--- src/rtl/wrr_arb_pkg.sv ---
// Shared definitions for the weighted round-robin arbiter: FSM state encoding
// and the ceiling-log2 helper used to size index ports.
package wrr_arb_pkg;

    typedef enum logic {
        IDLE = 1'b0,
        BUSY = 1'b1
    } state_t;

    // Minimum number of bits needed to hold an index in the range 0..n-1
    // (never less than one).
    function automatic int clog2(input int n);
        int r;
        r = 1;
        for (int i = 1; i < 32; i++) begin
            if ((1 << i) < n) begin
                r = i + 1;
            end
        end
        return r;
    endfunction

endpackage

--- src/rtl/wrr_arbiter_rr_pick.sv ---
// rr_pick: combinational wrap-around first-set search. Scans request upward
// from base_ptr, wrapping at WIDTH-1, skipping any channel set in exclude.
module rr_pick
    import wrr_arb_pkg::*;
#(
    parameter int WIDTH = 4
) (
    input  logic [WIDTH-1:0]        request,
    input  logic [clog2(WIDTH)-1:0] base_ptr,
    input  logic [WIDTH-1:0]        exclude,
    output logic [WIDTH-1:0]        onehot,
    output logic [clog2(WIDTH)-1:0] index,
    output logic                    found
);

    localparam int IDX_W = clog2(WIDTH);

    logic [WIDTH-1:0] eligible;

    assign eligible = request & ~exclude;

    always_comb begin
        // NOTE: every output gets a default before the loop so no path leaves
        // a value unassigned; otherwise synthesis infers a latch.
        onehot = '0;
        index  = '0;
        found  = 1'b0;
        for (int i = 0; i < WIDTH; i++) begin
            logic [IDX_W-1:0] cand;
            cand = IDX_W'((int'(base_ptr) + i) % WIDTH);
            if (!found && eligible[cand]) begin
                found        = 1'b1;
                onehot[cand] = 1'b1;
                index        = cand;
            end
        end
    end

endmodule

--- src/rtl/wrr_arbiter.sv ---
// Weighted round-robin arbiter: one registered one-hot grant held for up to
// weight acks. Optional WRR_ARBITER_LOCK_EN adds a lock input that blocks ack.
module wrr_arbiter
    import wrr_arb_pkg::*;
#(
    parameter int WIDTH    = 4,
    parameter int WEIGHT_W = 3
) (
    input  logic                      clk,
    input  logic                      resetb,
    input  logic                      ack,
`ifdef WRR_ARBITER_LOCK_EN
    input  logic                      lock,
`endif
    input  logic [WIDTH-1:0]          request,
    input  logic [WIDTH*WEIGHT_W-1:0] weight,
    output logic [WIDTH-1:0]          grant,
    output logic [clog2(WIDTH)-1:0]   grant_idx,
    output logic                      grant_valid
);

    localparam int IDX_W = clog2(WIDTH);

    state_t              state;
    state_t              state_next;
    logic [WIDTH-1:0]    grant_next;
    logic [IDX_W-1:0]    idx_next;
    logic                valid_next;
    logic [WEIGHT_W-1:0] credit;
    logic [WEIGHT_W-1:0] credit_next;
    logic [IDX_W-1:0]    base_ptr;
    logic [IDX_W-1:0]    base_next;

    logic [IDX_W-1:0]    next_ptr;
    logic [IDX_W-1:0]    pick_base;
    logic [WIDTH-1:0]    exclude;
    logic [WIDTH-1:0]    pick_onehot;
    logic [IDX_W-1:0]    pick_idx;
    logic                pick_found;
    logic [WEIGHT_W-1:0] pick_weight;
    logic [WEIGHT_W-1:0] pick_credit;
    logic                held;
    logic                ack_eff;
    logic                release_now;

`ifdef WRR_ARBITER_LOCK_EN
    assign ack_eff = ack & grant_valid & ~lock;
`else
    assign ack_eff = ack & grant_valid;
`endif

    assign held        = request[grant_idx];
    assign release_now = (state == BUSY) && (!held || (ack_eff && credit == WEIGHT_W'(1)));
    assign next_ptr    = (grant_idx == IDX_W'(WIDTH - 1)) ? '0 : grant_idx + IDX_W'(1);

    // On release the search restarts just past the holder; the holder is only
    // eligible again when nobody else is asking.
    assign pick_base = (state == BUSY) ? next_ptr : base_ptr;
    assign exclude   = ((state == BUSY) && ((request & ~grant) != '0)) ? grant : '0;

    rr_pick #(
        .WIDTH (WIDTH)
    ) u_pick (
        .request  (request),
        .base_ptr (pick_base),
        .exclude  (exclude),
        .onehot   (pick_onehot),
        .index    (pick_idx),
        .found    (pick_found)
    );

    always_comb begin
        pick_weight = '0;
        for (int i = 0; i < WIDTH; i++) begin
            if (pick_idx == IDX_W'(i)) begin
                pick_weight = weight[i*WEIGHT_W +: WEIGHT_W];
            end
        end
    end

    assign pick_credit = (pick_weight == '0) ? WEIGHT_W'(1) : pick_weight;

    always_comb begin
        state_next  = state;
        grant_next  = grant;
        idx_next    = grant_idx;
        valid_next  = grant_valid;
        credit_next = credit;
        base_next   = base_ptr;
        case (state)
            IDLE: begin
                if (pick_found) begin
                    state_next  = BUSY;
                    grant_next  = pick_onehot;
                    idx_next    = pick_idx;
                    valid_next  = 1'b1;
                    credit_next = pick_credit;
                end
            end
            BUSY: begin
                if (release_now) begin
                    base_next = next_ptr;
                    if (pick_found) begin
                        grant_next  = pick_onehot;
                        idx_next    = pick_idx;
                        valid_next  = 1'b1;
                        credit_next = pick_credit;
                    end else begin
                        state_next  = IDLE;
                        grant_next  = '0;
                        idx_next    = '0;
                        valid_next  = 1'b0;
                        credit_next = '0;
                    end
                end else if (ack_eff) begin
                    credit_next = credit - WEIGHT_W'(1);
                end
            end
            default: begin
                state_next = IDLE;
            end
        endcase
    end

    // NOTE: non-blocking assignments only in clocked blocks, so every flop
    // samples the pre-edge value of its neighbours.
    always_ff @(posedge clk) begin
        if (resetb) begin
            state       <= IDLE;
            grant       <= '0;
            grant_idx   <= '0;
            grant_valid <= 1'b0;
            credit      <= '0;
            base_ptr    <= '0;
        end else begin
            state       <= state_next;
            grant       <= grant_next;
            grant_idx   <= idx_next;
            grant_valid <= valid_next;
            credit      <= credit_next;
            base_ptr    <= base_next;
        end
    end

endmodule

--- config.mk ---
export PLATFORM = sky130hd
export DESIGN_NAME = wrr_arbiter
export DESIGN_NICKNAME = d
export VERILOG_FILES = /design/src/rtl/wrr_arb_pkg.sv /design/src/rtl/wrr_arbiter_rr_pick.sv /design/src/rtl/wrr_arbiter.sv
export SDC_FILE = /design/constraint.sdc
export NUM_CORES = 1
export LEC_CHECK = 0
export CORE_UTILIZATION = 45
export DETAILED_ROUTE_END_ITERATION = 12
export PLACE_DENSITY = 0.7
export RECOVER_POWER = 25
export SETUP_SLACK_MARGIN = 0.15
export SLEW_MARGIN = 15
export SYNTH_ARGS = -nofsm -noshare
export SYNTH_HDL_FRONTEND = slang
export SYNTH_HIERARCHICAL = 1
export SYNTH_SLANG_ARGS = --single-unit
--- constraint.sdc ---
create_clock -name clk -period 6.58 [get_ports clk]
set_input_delay 1.974 -clock clk [delete_from_list [all_inputs] [get_ports clk]]
set_output_delay 1.974 -clock clk [all_outputs]
set_load 0.005 [all_outputs]
Word level (Yosys, flattened, before mapping)
Index checks and enable logic that the tools add are counted.
{"block": "op_classes", "bitwise": 13, "add_sub_neg": 5, "n_eq_ne": 8, "magnitude_cmp": 9, "n_reduce_logical": 25, "muxes": 57}
{"op": "$mux W32", "count": 9}
{"op": "$lt A32 B3 Y1 const B", "count": 5}
{"op": "$ge A32 B1 Y1 const B", "count": 4}
{"op": "$eq A32 B2 Y1 const B", "count": 3}
{"op": "$add A32 B3 Y32 const B", "count": 2}
{"op": "$pmux W32 S2", "count": 1}
{"op": "$add A32 B1 Y32 const B", "count": 1}
{"op": "$add A32 B2 Y32 const B", "count": 1}
{"op": "$eq A32 B1 Y1 const B", "count": 1}
{"op": "$logic_not A32 Y1", "count": 1}
{"op": "$mux W4", "count": 8}
{"op": "$mux W3", "count": 9}
{"op": "$mux W1", "count": 17}
{"op": "$or A4 B4 Y4", "count": 3}
{"op": "$bmux W1 S2", "count": 5}
{"op": "$logic_and A1 B1 Y1", "count": 10}
{"op": "$and A4 B4 Y4", "count": 2}
{"op": "$demux W1 S2", "count": 4}
{"op": "$not A4 Y4", "count": 2}
{"op": "$pmux W4 S2", "count": 1}
{"op": "$reduce_or A2 Y1", "count": 4}
{"op": "$pmux W3 S2", "count": 1}
{"op": "$reduce_and A2 Y1", "count": 3}
{"op": "$and A1 B1 Y1", "count": 5}
{"op": "11 further kinds", "count": 15}
{"block": "word_totals", "regBits": 73, "input_bits": 19}

Longest topological paths before layout
Gate-level depths: netlist of the first run.
{"block": "logic_depth", "word_depth": 29, "depth_mapped": 22}

By module
Netlist of the first run, hierarchy kept.
{"module": "wrr_arbiter", "cells_each": 486, "seq_area_each_um2": 1461.4, "instances": 1, "area_each_um2": 3980.1}
{"module": "rr_pick", "cells_each": 128, "seq_area_each_um2": 0.0, "instances": 1, "area_each_um2": 923.4}

Worst setup path after synthesis of the first run
Ideal clock, no wire load.
{"block": "synth_path", "kind": "input -> register", "from": "input port request[3]", "to": "register credit[0]", "setup_slack_ns": 1.031, "required_time_ns": 6.488, "t_arrival_ns": 5.457, "setup_ns": 0.092, "path_stages": 16, "n_path_buf": 2, "path_cell_list": "inv_1 -> o22ai_1 -> o21a_1 -> and2_1 -> nand2b_4 -> buf_6 -> mux4_2 -> nand3b_1 -> o311a_1 -> o2bb2ai_1 -> buf_4 -> nor2_1 -> nand4_1 -> nor3_1 -> nor4bb_1 -> nor4_1"}
{"block": "synth_via", "elab_chain_cells": 28, "word_cells_on_any_way": 50, "cone_classes": "eq/ne (5); mux (28); bitwise (3); reduce/logical (14)"}
{"item": "start: declaration", "line": "wrr_arbiter.sv:15", "source": "input logic [WIDTH-1:0] request,"}
{"item": "$and A4 B4 Y4 (*)", "line": "wrr_arbiter.sv:59", "source": "assign exclude = ((state == BUSY) && ((request & ~grant) != '0)) ? grant : '0;"}
{"item": "$reduce_bool A4 Y1 (*)", "line": "wrr_arbiter.sv:59"}
{"item": "$logic_and A1 B1 Y1 (*)", "line": "wrr_arbiter.sv:59"}
{"item": "$mux W4 (*)", "line": "wrr_arbiter.sv:59"}
{"item": "named net exclude[1]", "line": "wrr_arbiter.sv:36", "source": "logic [WIDTH-1:0] exclude;"}
{"item": "$not A4 Y4 (*)", "line": "wrr_arbiter_rr_pick.sv:20", "source": "assign eligible = request & ~exclude;"}
{"item": "$and A4 B4 Y4 (*)", "line": "wrr_arbiter_rr_pick.sv:20"}
{"item": "$bmux W1 S2", "line": "wrr_arbiter_rr_pick.sv:31", "source": "if (!found && eligible[cand]) begin"}
{"item": "[... 11 more ...]"}
{"item": "named net pick_idx[2]", "line": "wrr_arbiter.sv:38", "source": "logic [IDX_W-1:0] pick_idx;"}
{"item": "$logic_not A32 Y1", "line": "wrr_arbiter.sv:75", "source": "if (pick_idx == IDX_W'(i)) begin"}
{"item": "$mux W3 (3 in a row)", "line": "wrr_arbiter.sv:75"}
{"item": "$mux W3 (*)", "line": "wrr_arbiter.sv:75"}
{"item": "$logic_not A3 Y1", "line": "wrr_arbiter.sv:81", "source": "assign pick_credit = (pick_weight == '0) ? WEIGHT_W'(1) : pick_weight;"}
{"item": "$mux W3 (*)", "line": "wrr_arbiter.sv:81"}
{"item": "$mux W3", "line": "wrr_arbiter.sv:103", "source": "if (pick_found) begin"}
{"item": "$mux W3", "line": "wrr_arbiter.sv:101", "source": "if (release_now) begin"}
{"item": "$pmux W3 S2 (*)", "line": "wrr_arbiter.sv:90", "source": "case (state)"}
{"item": "end signal: assignment", "line": "wrr_arbiter.sv:140", "source": "credit <= credit_next;"}
{"item": "end: declaration", "line": "wrr_arbiter.sv:29", "source": "logic [WEIGHT_W-1:0] credit;"}
Mark *: on every way through the listed nets, which the timed path passes. The rest lies on a longest branch. The select of a mux whose other input is x is not followed.
A chain may end at the register's enable or synchronous reset.

Final worst setup path of the first run
{"block": "layout_path", "from": "input port request[1]", "to": "register credit[0]"}
Same word-level chain as after synthesis.

==> results of run 1 <==
area by class of cell:
cell class	instances	area, um^2	share of cell area (%)
Inverter	23	86.33	1.587
Multi-Input combinational cell	448	2935	53.94
Tap cell	136	170.2	3.127
Clock inverter	3	17.52	0.3219
Timing Repair Buffer	62	618.1	11.36
Clock buffer	11	151.4	2.782
Sequential cell	73	1463	26.88
critical path: cells and delay by family:
kind | cells | cell delay [ns]
compound gates | 5 | 0.76
simple gates | 9 | 2.16
buf+inv | 4 | 1.01
Yosys cell counts (all sizes together) (3+ instances only):
| cell type | instances |
|---|---|
| nor2 | 113 |
| dfxtp | 73 |
| buf | 51 |
| a21oi | 46 |
| a22oi | 36 |
| a211oi | 32 |
| nand2 | 28 |
| nor4 | 27 |
| xnor2 | 26 |
| inv | 23 |
| clkbuf | 19 |
| nand3 | 19 |
| nand4 | 14 |
| nor3 | 12 |
| ha | 11 |
| and2 | 10 |
| nor2b | 7 |
| o21ai | 6 |
| xor2 | 6 |
| mux4 | 5 |
| or3 | 5 |
| a221o | 4 |
| nand2b | 4 |
| and4 | 3 |
| nand3b | 3 |
| o22ai | 3 |
| o41ai | 3 |
cells by family (layout without fill, tap and decap cells):
| group | Yosys count | after routing | share of synthesized area (%) |
|---|---|---|---|
| XOR/XNOR | 32 | 32 | 5.716 |
| adder cells (fa/ha/maj) | 11 | 11 | 2.807 |
| buffers and inverters | 93 | 99 | 10.82 |
| AO/OA/AOI/OAI | 145 | 145 | 20.82 |
| flip-flops | 73 | 73 | 29.80 |
| AND/OR/NAND/NOR | 252 | 252 | 27.07 |
| multiplexers | 8 | 8 | 2.960 |
flip-flops by register name (all words and copies together) (netlist names):
name         flops
grant            4
base_ptr        32
grant_valid      1
state            1
grant_idx       32
credit           3
per-stage QoR:
stage	utilization, %	worst slack (ns)
5_1_grt	52.01	0.4575
4_1_cts	51.75	0.8276
6_report	52.01	0.8416
3_5_place_dp	50.13	0.4838
2_1_floorplan	-	1.031
3_3_place_gp	50.13	0.7349
per-layer routing:
metal  wire, um  vias up  share of wire, %  track usage, %
met5          0        -                 0               0
met4        180        0               1.5           6.052
met3        613       15               5.2           3.311
met2       5473      141                46           33.63
met1       5604     2079                47           29.38
li1           -     2187                 -               -
worst paths after layout:
| kind | from | end | slack, ns | cells past startpoint |
|---|---|---|---|---|
| worst max-delay path | request[1] | credit[0]$_SDFFE_PP0P_ | 0.84 | 18 |
| worst min-delay path | base_ptr[2]$_SDFFE_PP0P_ | base_ptr[2]$_SDFFE_PP0P_ | 0.46 | 2 |
| worst max register to register | grant_idx[0]$_SDFFE_PP0P_ | credit[0]$_SDFFE_PP0P_ | 1.08 | 20 |
| worst min register to register | base_ptr[2]$_SDFFE_PP0P_ | base_ptr[2]$_SDFFE_PP0P_ | 0.46 | 2 |
power groups by stage:
stage               Sequential, W  Clock (W)  Combinational [W]
finish                   0.000787   0.000310            0.00123
detailed placement       0.000795          0            0.00121
floorplan                0.000729          0            0.00109
CTS                      0.000789   0.000319            0.00122
global placement         0.000795          0            0.00119
global route             0.000813   0.000339            0.00136
==> impl_metrics.csv, run 1 <==
group,metric,value,unit
global_routing,grt_pass1_wl,19460,um
yosys,synth_area_leaders,"dfxtp_1 30%, nor2_1 8.7%, a22oi_1 5.5%",
critical_path,crit_path_end_kind,"flip-flop",
run_status,status,"finished clean",
global_routing,grt_pass1_vias,4004,
critical_path,cp_max_fo,36,
route,drcViolationCount,0,
floorplanning,fp-row-count,37,
sta,whs,0.4625,ns
critical_path,path_cells,"clkdlybuf4s50_1 -> inv_1 -> o22ai_1 -> o21a_1 -> and2_1 -> nor2b_1 -> nand3_1 -> a21oi_1 -> a21oi_1 -> buf_4 -> nor3_1 -> o2bb2ai_4 -> buf_16 -> nor4_1 -> nand4_1 -> nor3_1 -> nor4bb_1 -> nor4_1",
clock_tree,clk_pin_slew,0.08,ns
global_routing,grt_max_degree,74,
route,drtAntennaViolNets,0,
floorplanning,initial_core_util,46.87,%
route,drt-total-wl,11870,um
power_and_ir_drop,pwr-share-comb,53.0,%
global_routing,antenna_found_initial,0,
critical_path,critPathLaunchType,"input port",
floorplanning,io_pins,56,
sta,fin_crit_sh,87.21,%
critical_path,critPathMaxStageDelay,0.50,ns
power_and_ir_drop,leakage,1.919,nW
clock_tree,clock_latency,0.33,ns
floorplanning,die_area,11320,um^2
place,dp.cells,741,
sta,max_slew_margin,28.26,%
cells_and_area,layout.nets,647,
power_and_ir_drop,p_int,0.001323,W
power_and_ir_drop,power,0.002332,W
route,vias,4422,
critical_path,cp.required,6.76,ns
place,io_buffer_count,55,
route,wl_per_cell,15.71,um
clock_tree,h-tree-depth,3,
yosys,yosys_most_used_dff,"dfxtp_1",
cells_and_area,diodes,0,
sta,min_period,5.738,ns
clock_tree,hold_buffers,0,
power_and_ir_drop,power_frac_clock,13.3,%
global_routing,grtUsageTotal,21.14,%
cells_and_area,area_delta_synth_final,10.97,%
clock_tree,numCtsBuffers,9,
sta,finalSetupViolCount,0,
cells_and_area,postLayoutCellArea,5441,um^2
yosys,syn-cell-area,4903,um^2
floorplanning,die_w,106.4,um
yosys,syn_avg_cell_area,7.986,um^2
clock_tree,postCtsSetupBuffers,0,
sta,rsz0062_at_grt,"false",
route,drt_iter0_markers,427,
power_and_ir_drop,p_per_area,428.6,nW/um^2
yosys,syn_inst,614,
global_routing,grt-ovfl-total,0,
cells_and_area,layout_common_cells,"113 x nor2_1, 72 x dfxtp_1, 45 x a21oi_1, 36 x a22oi_1",
place,dp_hpwl,8132,um
power_and_ir_drop,swShare,43.27,%
cells_and_area,instances_no_fill,756,
cells_and_area,nFillCells,1008,
sta,hold_viol_final,0,
route,drt_pre_antenna_iters,6,
critical_path,critical_path_class,"in -> reg",
floorplanning,core,10460,um^2
sta,setup_tns,0,ns
yosys,syn_nets,644,
yosys,ys_async_sr_fraction,0,%
flow_run,max-cap-violations,0,
yosys,synth_top_area_share,29.80,%
clock_tree,cts_tree,"built",
sta,slew_violations,0,
clock_tree,cts_sinks,73,
place,placed_area,5245,um^2
yosys,synth_cell_type_count,63,
route,viasPerCell,5.849,
power_and_ir_drop,netSwitchingPower,0.001009,W
clock_tree,postCtsResizedCells,0,
critical_path,worstPathArrival,5.92,ns
critical_path,slowest_stage,"clkdlybuf4s50_1",
yosys,ys_warn_count,6,
place,place_congestion,0.8557,
yosys,synth_edf_count,0,
sta,fmax,0.1743,GHz
sta,final.setup_skew,0.01049,ns
floorplanning,die_h,106.4,um
cells_and_area,final_common_cell,"nor2_1",
clock_tree,cts_buffer_depth,2,
yosys,synth-seq-cells,73,
clock_tree,cts-root-buf,"clkbuf_8",
sta,worst_pin_slew,1.076,ns
cells_and_area,drive_gt1_share,9.355,%
power_and_ir_drop,ir_worst_vdd,0.2616,mV
worst_hold_path,min_path_type,"reg -> reg",
yosys,yosys.area.top_type,"dfxtp_1",
power_and_ir_drop,seq_power_share,33.7,%
yosys,ys_seq_area_share,29.80,%
Power figures use the tool's default switching activity.
==> run 2: changes to the inputs <==
Settings changed: CORE_MARGIN set to 3, PLACE_DENSITY 0.7 to unset, PLACE_DENSITY_LB_ADDON set to 0.25, REMOVE_ABC_BUFFERS set to 1.
==> impl_metrics.csv, run 2 (synthesis results as in run 1) <==
group,metric,value,unit
cells_and_area,final_common_cell,"nor2_1",
sta,rsz0062_at_grt,"false",
clock_tree,hold_buffers,0,
cells_and_area,drive_gt1_share,9.179,%
route,drt-total-wl,12030,um
sta,fmax,0.1761,GHz
critical_path,timing.rr.end,"credit[0]$_SDFFE_PP0P_",
cells_and_area,layout.nets,646,
critical_path,crit_end,"credit[0]$_SDFFE_PP0P_",
cells_and_area,fin_util,52.46,%
clock_tree,clock_latency,0.35,ns
floorplanning,die_w,110.4,um
power_and_ir_drop,ir_worst_vdd,0.1600,mV
critical_path,startpoint,"request[2]",
flow_run,max-cap-violations,0,
sta,layout_setup_ws,0.9018,ns
clock_tree,h-tree-depth,3,
place,io_buffer_count,55,
critical_path,r2r-start,"grant_idx[0]$_SDFFE_PP0P_",
sta,worst_pin_slew,1.089,ns
clock_tree,numCtsBuffers,9,
cells_and_area,reg_top3,"base_ptr: 32 flops, grant_idx: 32 flops, grant: 4 flops",
worst_hold_path,min_path_type,"reg -> reg",
critical_path,cp_max_fo,40,
global_routing,grt_pass1_wl,20160,um
sta,finalSetupViolCount,0,
clock_tree,postCtsResizedCells,0,
global_routing,antenna_found_initial,0,
power_and_ir_drop,swShare,41.72,%
power_and_ir_drop,pwr-share-comb,49.6,%
critical_path,cp.required,6.79,ns
clock_tree,cts_tree,"built",
route,drtAntennaViolNets,0,
sta,max_slew_margin,27.38,%
power_and_ir_drop,power_frac_clock,18.2,%
route,vias,4345,
global_routing,grtUsageTotal,20.85,%
route,wl_per_cell,15.89,um
clock_tree,cts_buffer_depth,2,
floorplanning,core,10460,um^2
place,dp_hpwl,8113,um
sta,slew_violations,0,
route,viasPerCell,5.740,
critical_path,r2r_slack,0.92,ns
global_routing,grt_max_degree,74,
power_and_ir_drop,p_int,0.001409,W
floorplanning,die_area,12180,um^2
clock_tree,clk_pin_slew,0.08,ns
place,place_congestion,0.7984,
route,drt_pre_antenna_iters,5,
global_routing,grt-ovfl-total,0,
run_status,status,"finished clean",
floorplanning,fp-row-count,37,
cells_and_area,diodes,0,
critical_path,crit_path_end_kind,"flip-flop",
place,dp_slack,0.5684,ns
global_routing,gr-max-usage-layer,"met2",
global_routing,grt_util_met1,29.37,%
cells_and_area,area_delta_synth_final,11.94,%
power_and_ir_drop,seq_power_share,32.2,%
sta,setup_tns,0,ns
floorplanning,io_pins,56,
critical_path,critical_path_class,"in -> reg",
cells_and_area,nFillCells,1027,
sta,hold_viol_final,0,
floorplanning,initial_core_util,46.87,%
global_routing,grt_pass1_vias,4017,
critical_path,worstPathArrival,5.88,ns
power_and_ir_drop,leakage,1.942,nW
power_and_ir_drop,netSwitchingPower,0.001009,W
sta,min_period,5.678,ns
critical_path,critPathLaunchType,"input port",
critical_path,reg2reg_depth,18,
sta,final.setup_skew,0.01086,ns
global_routing,met2_usage,32.50,%
clock_tree,postCtsSetupBuffers,0,
sta,fin_crit_sh,86.30,%
power_and_ir_drop,p_per_area,440.6,nW/um^2
route,drt_iter0_markers,307,
global_routing,met3_usage,2.854,%
route,drcViolationCount,0,
floorplanning,die_h,110.4,um
clock_tree,cts-root-buf,"clkbuf_8",
clock_tree,cts_sinks,73,
cells_and_area,layout_common_cells,"113 x nor2_1, 72 x dfxtp_1, 45 x a21oi_1, 36 x a22oi_1",
-- run 2: how the worst min path moves through the flow --
stage / start / end / slack [ns] / depth (start not counted)
floorplan: base_ptr[0]$_SDFFE_PP0P_ / base_ptr[0]$_SDFFE_PP0P_ / 0.43 / 2
global placement: base_ptr[2]$_SDFFE_PP0P_ / base_ptr[2]$_SDFFE_PP0P_ / 0.44 / 2
detailed placement: base_ptr[1]$_SDFFE_PP0P_ / base_ptr[1]$_SDFFE_PP0P_ / 0.45 / 2
CTS: base_ptr[1]$_SDFFE_PP0P_ / base_ptr[1]$_SDFFE_PP0P_ / 0.46 / 2
global route: base_ptr[1]$_SDFFE_PP0P_ / base_ptr[1]$_SDFFE_PP0P_ / 0.48 / 2
finish: base_ptr[1]$_SDFFE_PP0P_ / base_ptr[1]$_SDFFE_PP0P_ / 0.46 / 2
-- run 2: power groups by stage --
stage,clock network [W],logic [W],registers (W)
floorplan,0,0.000824,0.000746
global placement,0,0.00119,0.000784
detailed placement,0,0.00122,0.000791
CTS,0.000448,0.00123,0.000782
global route,0.000469,0.00135,0.000806
finish,0.000440,0.00120,0.000778
-- run 2: metal layers --
| metal | vias up | part of all wire [%] |
|---|---|---|
| li1 | 2184 | - |
| met1 | 2071 | 49 |
| met2 | 75 | 47 |
| met3 | 15 | 2.7 |
| met4 | 0 | 1.8 |
| met5 | - | 0 |
-- run 2: metrics by stage --
step	hold WS [ns]	total power, W	std cells	instance area, um^2
detailed placement	0.4491	0.002007	741	5245
CTS	0.4595	0.002456	757	5489
global route	0.4815	0.002624	757	5489
global placement	0.4409	0.001976	741	5245
floorplan	0.4278	0.001570	544	4459
finish	0.4599	0.002418	757	5489
-- run 2: final cells by class --
type                    count  area, um^2  share of cell area [%]
clock buffers              12       145.1                   2.644
clock inverters             4       98.84                   1.801
inverters                  23       86.33                   1.573
multi-input cells         448        2935                   53.48
flip-flops and latches     73        1463                   26.65
well taps                 136       170.2                   3.100
repair buffers             61       590.6                   10.76
-- run 2: worst max-delay path, stage by stage --
cell and delay, ns:
clkdlybuf4s50_1 0.48, inv_1 0.10, o22ai_1 0.08, o21a_1 0.21
and2_1 0.17, nand2b_1 0.23, o211ai_1 0.31, a21oi_1 0.08
a21oi_1 0.48, o311a_1 0.32, o2bb2ai_4 0.25, nor4_1 0.39
nand4_1 0.12, nor3_1 0.25, nor4bb_1 0.34, nor4_1 0.08
==> run 3: changes to the inputs <==
--- a/config.mk
+++ b/config.mk
@@ -6,5 +6,4 @@
 export NUM_CORES = 1
 export LEC_CHECK = 0
-export CORE_MARGIN = 3
 export CORE_UTILIZATION = 45
 export DETAILED_ROUTE_END_ITERATION = 12
==> constraint.sdc (replaced) <==
create_clock -name clk -period 6.58 [get_ports clk]
set_input_delay 1.645 -clock clk [delete_from_list [all_inputs] [get_ports clk]]
set_output_delay 1.645 -clock clk [all_outputs]
set_load 0.005 [all_outputs]
==> impl_metrics.csv, run 3 (synthesis results as in run 1) <==
group,metric,value,unit
power_and_ir_drop,leakage,1.923,nW
sta,setup_tns,0,ns
cells_and_area,layout_common_cells,"113 x nor2_1, 72 x dfxtp_1, 45 x a21oi_1, 36 x a22oi_1",
global_routing,antenna_found_initial,0,
clock_tree,clk_pin_slew,0.07,ns
cells_and_area,area_delta_synth_final,11.18,%
floorplanning,io_pins,56,
critical_path,cp.required,6.78,ns
sta,max_slew_margin,28.45,%
sta,whs,0.4576,ns
sta,fmax,0.1793,GHz
cells_and_area,nFillCells,981,
cells_and_area,postLayoutCellArea,5451,um^2
critical_path,path_cells,"and4_1 -> nand4_1 -> nor2_1 -> xnor2_1 -> a21oi_1 -> nand4_1 -> nor4_1 -> nand3_1 -> mux2i_1 -> nor3_1 -> o2bb2ai_4 -> nor4_1 -> nand2_1 -> nor3_1 -> nor4bb_1 -> nor4_1",
sta,final.setup_skew,0.007620,ns
floorplanning,fp-row-count,37,
route,viasPerCell,5.786,
clock_tree,cts-root-buf,"clkbuf_8",
sta,min_period,5.577,ns
clock_tree,postCtsResizedCells,0,
global_routing,met2_usage,35.20,%
floorplanning,die_area,11320,um^2
power_and_ir_drop,ir_worst_vdd,0.1906,mV
critical_path,slowest_stage,"nor4_1",
route,drt_iter0_markers,373,
clock_tree,h-tree-depth,3,
cells_and_area,layout.nets,646,
floorplanning,die_w,106.4,um
sta,worst_pin_slew,1.073,ns
route,vias,4380,
sta,slew_violations,0,
critical_path,critical_path_class,"reg -> reg",
critical_path,critPathMaxStageDelay,0.80,ns
global_routing,grtUsageTotal,21.60,%
run_status,status,"finished clean",
route,drt-total-wl,11820,um
place,io_buffer_count,55,
critical_path,cp_max_fo,40,
critical_path,startpoint,"grant_idx[2]$_SDFFE_PP0P_",
power_and_ir_drop,p_per_area,430.5,nW/um^2
global_routing,grt_pass1_vias,4066,
global_routing,grt-ovfl-total,0,
route,wl_per_cell,15.61,um
critical_path,critPathLaunchType,"flip-flop",
floorplanning,initial_core_util,46.87,%
worst_hold_path,min_path_type,"reg -> reg",
clock_tree,cts_sinks,73,
critical_path,worstPathArrival,5.77,ns
global_routing,gr-max-usage-layer,"met2",
cells_and_area,drive_gt1_share,9.340,%
clock_tree,clock_latency,0.35,ns
route,drt_pre_antenna_iters,5,
place,place_congestion,0.8416,
clock_tree,hold_buffers,0,
route,drcViolationCount,0,
global_routing,met3_usage,3.495,%
global_routing,grt_pass1_wl,19750,um
critical_path,r2r_slack,1.00,ns
sta,fin_crit_sh,84.76,%
critical_path,timing.rr.end,"credit[0]$_SDFFE_PP0P_",
floorplanning,die_h,106.4,um
clock_tree,numCtsBuffers,9,
flow_run,max-cap-violations,0,
clock_tree,cts_tree,"built",
place,placed_area,5245,um^2
sta,finalSetupViolCount,0,
critical_path,reg2reg_depth,16,
critical_path,r2r-start,"grant_idx[2]$_SDFFE_PP0P_",
cells_and_area,final_common_cell,"nor2_1",
cells_and_area,reg_top3,"base_ptr: 32 flops, grant_idx: 32 flops, grant: 4 flops",
clock_tree,cts_buffer_depth,2,
cells_and_area,diodes,0,
global_routing,grt_util_met1,29.04,%
sta,rsz0062_at_grt,"false",
place,dp_hpwl,8039,um
critical_path,crit_top_cell,"nor4_1",
clock_tree,postCtsSetupBuffers,0,
critical_path,crit_path_end_kind,"flip-flop",
sta,hold_viol_final,0,
route,drtAntennaViolNets,0,
critical_path,crit_end,"credit[0]$_SDFFE_PP0P_",
floorplanning,core,10460,um^2
global_routing,grt_max_degree,74,
run 3: worst min-delay path by stage:
stage	from	endpoint	cells after the start
3_5_place_dp	base_ptr[2]$_SDFFE_PP0P_	base_ptr[2]$_SDFFE_PP0P_	2
2_1_floorplan	base_ptr[0]$_SDFFE_PP0P_	base_ptr[0]$_SDFFE_PP0P_	2
5_1_grt	base_ptr[0]$_SDFFE_PP0P_	base_ptr[0]$_SDFFE_PP0P_	2
4_1_cts	base_ptr[2]$_SDFFE_PP0P_	base_ptr[2]$_SDFFE_PP0P_	2
3_3_place_gp	base_ptr[0]$_SDFFE_PP0P_	base_ptr[0]$_SDFFE_PP0P_	2
6_report	base_ptr[2]$_SDFFE_PP0P_	base_ptr[2]$_SDFFE_PP0P_	2
run 3: cell type report:
| cell class | count | area [um^2] | area share (%) |
|---|---|---|---|
| Tap cell | 136 | 170.2 | 3.121 |
| Clock buffer | 12 | 155.1 | 2.846 |
| Timing Repair Buffer | 61 | 590.6 | 10.83 |
| Inverter | 23 | 86.33 | 1.584 |
| Multi-Input combinational cell | 448 | 2935 | 53.84 |
| Sequential cell | 73 | 1463 | 26.83 |
| Clock inverter | 4 | 51.30 | 0.9410 |
run 3: metrics by stage:
| stage | power [W] | util [%] | worst slack, ns | cells |
|---|---|---|---|---|
| detailed placement | 0.002004 | 50.13 | 1.034 | 741 |
| finish | 0.002347 | 52.10 | 1.003 | 757 |
| global placement | 0.001974 | 50.13 | 1.208 | 741 |
| CTS | 0.002381 | 52.10 | 1.112 | 757 |
| global route | 0.002535 | 52.10 | 0.5552 | 757 |
| floorplan | 0.001570 | - | -0.01031 | 544 |
run 3: metal layers:
layer	vias up	part of all wire (%)
li1	2189	-
met3	15	5.0
met5	-	0
met2	123	47
met1	2053	47
met4	0	1.5
run 3: power by group:
part / total (W) / internal, W / switching, W
logic: 0.00120 / 0.000562 / 0.000634
registers: 0.000780 / 0.000584 / 0.000196
clock network: 0.000372 / 0.000196 / 0.000175
run 3: critical path, delay by kind of cell (launching register included):
family                    cells  cell delay, ns
xor gates and xnor gates      1            0.13
AOI/OAI and AO/OA             2            0.49
DFF                           1            0.54
muxes                         1            0.23
and+or+nand+nor              12            4.06
